[src/rtl/spi_boot_loader.sv]
// Boot sequencer that drives the impl_axi SPI-to-AXI command port: holds the core in
// reset, writes N program words to base_addr+k with a status poll after each, then releases it.
module spi_boot_loader #(
  parameter int sword    = 32,
  parameter int NWORDS_W = 10,
  parameter int SCLK_DIV = 2,
  parameter int GAP_PER  = 4,
  parameter int MAX_POLL = 1024
) (
  input  logic                i_clk,
  input  logic                i_rst,
  input  logic                i_start,
  input  logic [NWORDS_W-1:0] i_nwords,
  input  logic [sword-1:0]    i_base_addr,
  output logic [NWORDS_W-1:0] o_mem_addr,
  input  logic [sword-1:0]    i_mem_rdata,
  output logic                o_busy,
  output logic                o_done,
  output logic                o_err,
  output logic [NWORDS_W-1:0] o_err_index,
  output logic                o_spi_CEB,
  output logic                o_spi_SCLK,
  output logic                o_spi_DATA,
  input  logic                i_spi_DOUT
);
  localparam int FW = 2*sword + 2;
  localparam int DW = (SCLK_DIV > 1) ? $clog2(SCLK_DIV) : 1;
  localparam int GW = (GAP_PER > 1) ? $clog2(GAP_PER) : 1;
  localparam int PW = $clog2(MAX_POLL + 1);
  localparam int BW = $clog2(FW + 1);

  typedef enum logic [2:0] {S_IDLE, S_FRAME, S_GAP, S_DONE, S_ERR} state_t;
  typedef enum logic [1:0] {K_RST_LO, K_WR, K_POLL, K_RST_HI} kind_t;

  state_t r_state, w_next;
  kind_t  r_kind, w_nkind;
  logic [NWORDS_W-1:0] r_nwords, r_k, r_mem_addr, r_err_index, w_k1;
  logic [sword-1:0]    r_base, r_wdata, w_addr;
  logic [PW-1:0]       r_poll;
  logic [1:0]          r_status, r_fetch;
  logic [FW-1:0]       r_sh, w_frame;
  logic [BW-1:0]       r_bitcnt, w_len;
  logic [DW-1:0]       r_div;
  logic [GW-1:0]       r_gap;
  logic r_ceb, r_sclk;
  logic w_tick, w_rise, w_fall, w_frame_end, w_gap_end, w_accept, w_st_ok, w_last, w_poll_max;

  assign w_tick      = o_busy && (r_div == DW'(SCLK_DIV - 1));
  assign w_rise      = w_tick && !r_sclk;
  assign w_fall      = w_tick && r_sclk;
  assign w_len       = (r_kind == K_POLL) ? BW'(sword + 2) : BW'(FW);
  assign w_frame_end = (r_state == S_FRAME) && w_fall && (r_bitcnt == w_len);
  assign w_gap_end   = (r_state == S_GAP) && w_fall && (r_gap == GW'(GAP_PER - 1));
  assign w_accept    = i_start && !o_busy;
  assign w_st_ok     = (r_status == 2'b00);
  assign w_k1        = r_k + NWORDS_W'(1);
  assign w_last      = (w_k1 == r_nwords);
  assign w_poll_max  = ((r_poll + PW'(1)) == PW'(MAX_POLL));
  assign w_addr      = r_base + sword'(r_k);

  always_comb begin
    w_frame = '0;
    case (r_kind)
      K_WR:     w_frame = {2'b10, w_addr, r_wdata};
      K_RST_HI: w_frame = FW'(1);
      default:  w_frame = '0;
    endcase
  end

  always_ff @(posedge i_clk) begin
    if (i_rst) r_state <= S_IDLE;
    else       r_state <= w_next;
  end

  always_comb begin
    w_next  = r_state;
    w_nkind = r_kind;
    case (r_state)
      S_IDLE, S_DONE, S_ERR: if (i_start) w_next = S_FRAME;
      S_FRAME: if (w_frame_end) begin
        w_next = S_GAP;
        case (r_kind)
          K_RST_LO: w_nkind = (r_nwords == '0) ? K_RST_HI : K_WR;
          K_WR:     w_nkind = K_POLL;
          K_POLL:   if (w_st_ok) w_nkind = w_last ? K_RST_HI : K_WR;
                    else if (w_poll_max) w_next = S_ERR;
          K_RST_HI: w_next = S_DONE;
          default:  w_next = S_IDLE;
        endcase
      end
      S_GAP:   if (w_gap_end) w_next = S_FRAME;
      default: w_next = S_IDLE;
    endcase
  end

  always_comb begin
    o_busy = (r_state == S_FRAME) || (r_state == S_GAP);
    o_done = (r_state == S_DONE);
    o_err  = (r_state == S_ERR);
  end

  always_ff @(posedge i_clk) begin
    if (i_rst) begin
      r_kind <= K_RST_LO; r_nwords <= '0; r_base <= '0; r_k <= '0; r_poll <= '0;
      r_status <= '0; r_wdata <= '0; r_sh <= '0; r_bitcnt <= '0; r_div <= '0;
      r_gap <= '0; r_fetch <= '0; r_ceb <= 1'b1; r_sclk <= 1'b0;
      r_mem_addr <= '0; r_err_index <= '0;
    end else begin
      // mem_rdata is valid one CLK after mem_addr moves, so capture two edges later
      r_fetch <= {r_fetch[0], 1'b0};
      if (r_fetch[1]) r_wdata <= i_mem_rdata;
      if (o_busy) begin
        r_div <= w_tick ? '0 : r_div + DW'(1);
        if (w_tick) r_sclk <= ~r_sclk;
      end
      if (w_accept) begin
        r_nwords <= i_nwords; r_base <= i_base_addr; r_k <= '0; r_poll <= '0;
        r_kind <= K_RST_LO; r_sh <= '0; r_ceb <= 1'b0; r_bitcnt <= '0;
        r_div <= '0; r_sclk <= 1'b0;
      end
      if (w_rise && r_state == S_FRAME) begin
        r_bitcnt <= r_bitcnt + BW'(1);
        // only status[1:0] matters; after 32 shifts these two bits hold it
        if (r_kind == K_POLL && r_bitcnt >= BW'(2)) r_status <= {r_status[0], i_spi_DOUT};
      end
      if (w_frame_end) begin
        r_ceb <= 1'b1; r_sh <= '0; r_gap <= '0; r_kind <= w_nkind;
        if (r_kind == K_POLL) begin
          if (w_st_ok) begin
            r_k <= w_k1; r_poll <= '0;
          end else begin
            r_poll <= r_poll + PW'(1);
            if (w_poll_max) r_err_index <= r_k;
          end
        end
        if (w_nkind == K_WR) begin
          r_mem_addr <= (r_kind == K_POLL) ? w_k1 : r_k;
          r_fetch    <= 2'b01;
        end
      end else if (r_state == S_FRAME && w_fall) begin
        r_sh <= {r_sh[FW-2:0], 1'b0};
      end
      if (r_state == S_GAP && w_fall) begin
        if (w_gap_end) begin
          r_sh <= w_frame; r_ceb <= 1'b0; r_bitcnt <= '0;
        end else begin
          r_gap <= r_gap + GW'(1);
        end
      end
    end
  end

  assign o_mem_addr  = r_mem_addr;
  assign o_err_index = r_err_index;
  assign o_spi_CEB   = r_ceb;
  assign o_spi_SCLK  = r_sclk;
  assign o_spi_DATA  = r_sh[FW-1];
endmodule

[config.mk]
export PLATFORM = sky130hd
export DESIGN_NAME = spi_boot_loader
export DESIGN_NICKNAME = d
export VERILOG_FILES = /design/src/rtl/spi_boot_loader.sv
export SDC_FILE = /design/constraint.sdc
export NUM_CORES = 1
export LEC_CHECK = 0
export CAP_MARGIN = 20
export CORE_MARGIN = 2
export CORE_UTILIZATION = 51
export DETAILED_ROUTE_END_ITERATION = 10
export PLACE_DENSITY = 0.76
export SYNTH_ARGS = -nofsm -noshare
export SYNTH_HDL_FRONTEND = slang
export SYNTH_SLANG_ARGS = --single-unit
[constraint.sdc]
create_clock -name i_clk -period 2.3 [get_ports i_clk]
set_input_delay 0.69 -clock i_clk [delete_from_list [all_inputs] [get_ports i_clk]]
set_output_delay 0.69 -clock i_clk [all_outputs]
set_load 0.02 [all_outputs]
==> flow_metrics.py <==
metrics = {
    "status": {
        "status": "complete, no violations",
    },
    "grt": {
        "track_usage": 0.2435,
        "grt_max_degree": 79,
        "overflow": 0,
        "antenna_found_initial": 0,
        "grt_pass1_wl_mm": 40.69,
        "grt_pass1_vias": 8167,
    },
    "setup_path": {
        "crit_path_start_kind": "register",
        "reg2reg_from": "r_base[0]",
        "cp-startpoint": "r_base[0]",
        "crit_required_ps": 2690,
        "end_kind": "register",
        "arrival_ps": 2630,
        "r2r_cells": 9,
        "worstSetupPathType": "register to register",
        "path_max_fanout": 6,
    },
    "yosys": {
        "ys_seq_area_frac": 0.4169,
        "synth_top_area_frac": 0.4169,
        "synth_area_mm2": 0.009701,
        "syn-instance-count": 1177,
        "synth_edf_count": 0,
        "syn_avg_cell_area_um2": 8.242,
        "synth_area_leaders": "dfxtp_1, a21oi_1, nand2_1",
        "yosysWarnings": 0,
        "synth.distinct_cells": 61,
        "syn-num-nets": 1272,
        "synth_largest_area_cell": "dfxtp_1",
        "synth_seq_cells": 202,
        "synth_flop_cell": "dfxtp_1",
        "asyncSetResetFlopFracSynth": 0,
    },
    "finish": {
        "regArea_mm2": 0.004060,
        "syn_to_final_growth_pct": 29.07,
        "fin_area_mm2": 0.01252,
        "multiInputGateArea_mm2": 0.005369,
        "postLayoutCoreUtil": 0.6694,
        "post_route_cells_drive_above_1_share": 0.1514,
        "n_fill_cell": 1560,
        "diodes": 0,
        "nets": 1421,
    },
    "power": {
        "irDropWorstVdd_uv": 491.7,
        "power_density_mw_per_mm2": 617.3,
        "leakage_nw": 4.479,
    },
    "sta": {
        "clock_skew_ps": 12.66,
        "slew_violations": 0,
        "setup_violations": 0,
        "setup_tns_ps": 0,
        "min_period_ps": 2236,
        "slew_headroom": 0.4689,
        "finalCritPeriodShare": 0.9720,
        "worst_pin_slew_ps": 796.6,
        "fmax_mhz": 447.3,
        "grt_setup_unrepaired": "true",
        "whs_ps": 451.5,
        "worst_slack_ps": 64.39,
        "hold_viol": 0,
    },
    "worst_hold_path": {
        "min_from": "i_rst",
        "hold_class": "input port to register",
        "worstHoldPathCells": 2,
    },
    "floorplanning": {
        "start_util": 0.5186,
        "die_area_mm2": 0.02014,
        "io_pins": 104,
        "die_w_um": 141.9,
        "coreArea_mm2": 0.01871,
        "rows": 50,
        "die_h_um": 141.9,
    },
    "placement": {
        "place.gp.congestion": 0.9459,
        "dp_hpwl_mm": 17.39,
        "pre_cts_slack_ps": 2.442,
        "placement.cell_area_mm2": 0.01155,
        "port_buffers": 103,
    },
    "route": {
        "drt_first_iter_violations": 659,
        "drtPass1Iterations": 7,
        "drc": 0,
        "ant_nets": 0,
        "routed_wl_mm": 25.23,
        "wl_per_cell_um": 16.02,
        "vias_per_cell": 5.786,
        "vias": 9113,
    },
    "cts": {
        "clk_path_buf_depth": 3,
        "cts_made_buffers": 22,
        "path_clk_slew_ps": 60,
        "clk-insertion-delay-late_ps": 510,
        "cts_tree": "done",
        "h-tree-depth": 1,
        "clkSinkCount": 202,
        "cts_root_buffer": "clkbuf_16",
    },
    "run": {
        "maxCapViolCount": 0,
    },
}
==> layout by cell type, fill, tap and decap left out, types with 8 or more instances in the layout <==
master,instances
a21oi_1,114
nand4_1,12
dfxtp_1,193
clkbuf_16,23
and3_1,19
xor2_1,22
inv_1,21
nand3b_1,9
o21ai_0,63
nor2_1,82
o22ai_1,26
mux2i_1,38
buf_4,100
ha_1,13
nor4_1,8
xnor2_1,26
nand2_1,153
a211oi_1,32
clkdlybuf4s50_1,98
or3_1,10
o211ai_1,13
buf_12,8
a22oi_1,55
nand3_1,43
nor3_1,9
==> registers in the layout (all words and copies together) (netlist names) <==
name         cells
o_err_index     10
o_mem_addr      10
o_spi_CEB        1
o_spi_SCLK       1
r_base          32
r_bitcnt         7
r_div            1
r_fetch          2
r_gap            2
r_k             10
r_kind           2
r_nwords        10
r_poll          11
r_sh            66
r_state          3
r_status         2
r_wdata         32
==> cell type report <==
class,count,share of cell area
Tap cell,234,0.02338
Inverter,21,0.006296
Multi-Input combinational cell,864,0.4288
Clock buffer,33,0.05216
Sequential cell,202,0.3243
Timing Repair Buffer,215,0.1585
Clock inverter,6,0.006595
==> metal layers <==
| layer | global-route usage | vias to the layer above | part of all wire | wire, um |
|---|---|---|---|---|
| li1 | - | 4526 | - | - |
| met1 | 0.3533 | 4276 | 0.47 | 11800 |
| met2 | 0.3832 | 277 | 0.46 | 11590 |
| met3 | 0.03375 | 34 | 0.052 | 1321 |
| met4 | 0.06105 | 0 | 0.020 | 513 |
| met5 | 0 | - | 0 | 0 |
==> metrics by stage <==
stage          instances  total power [mW]
3_3_place_gp        1527             4.192
5_1_grt             1575             7.972
6_report            1575             7.729
3_5_place_dp        1527             4.199
2_1_floorplan       1177             3.917
4_1_cts             1566             7.772
==> synth_stat cells (4+ instances only) <==
cell type / instances
or2_2: 7
buf_2: 18
ha_1: 16
xor2_1: 22
xnor2_1: 26
nand2_1: 153
nand3b_1: 9
nand2b_1: 9
o2111ai_1: 6
nor3_1: 12
nand4_1: 12
a21oi_1: 116
clkbuf_1: 56
a22oi_1: 55
nor2_1: 85
or3_1: 11
dfxtp_1: 202
and4_1: 4
a21o_1: 5
and3_1: 20
o21a_1: 4
mux2i_1: 38
nor4_1: 9
o21ai_0: 68
a211oi_1: 34
buf_1: 9
a31oi_1: 8
inv_1: 21
o211ai_1: 13
nor2b_1: 7
nand3_1: 45
o22ai_1: 26
==> logic make-up after synthesis <==
group	Yosys count	synth area share
adders and majority gates	17	0.02270
muxes	39	0.04076
xor gates and xnor gates	48	0.04334
and+or+nand+nor	406	0.2024
AOI/OAI and AO/OA	354	0.2251
buffers and inverters	111	0.04888
DFF	202	0.4169
==> where the power goes <==
group          total, mW  switching [mW]  internal, mW  leakage, nW
Combinational      0.535           0.270         0.265         2.48
Clock               3.59            1.41          2.18        0.359
Sequential          3.60          0.0541          3.55         1.64
==> path summary, 6_finish.rpt <==
check | to | slack, ps
worst min register to register | r_fetch[1] | 460
worst max register to register | r_sh[52] | 60
worst max-delay path | r_sh[52] | 60
worst min-delay path | r_sh[0] | 450
==> critical path, cell delays in order (launching register included) <==
cell,delay [ps]
dfxtp_4,360
ha_4,170
fa_2,370
a21oi_2,170
nand4b_1,190
a31oi_2,140
buf_6,160
o2111ai_1,240
xor2_1,220
o22ai_1,100
==> what timing repair did <==
item / 4_1_cts / 5_1_grt
gates resized for setup: 14 / 44
hold buffers: 0 / 0
pin swaps: 1 / 17
setup buffers: 0 / 8
cloned: 0 / 1
endpoints found under the setup margin: 8 / 88
(Power assumes the default switching activity.)
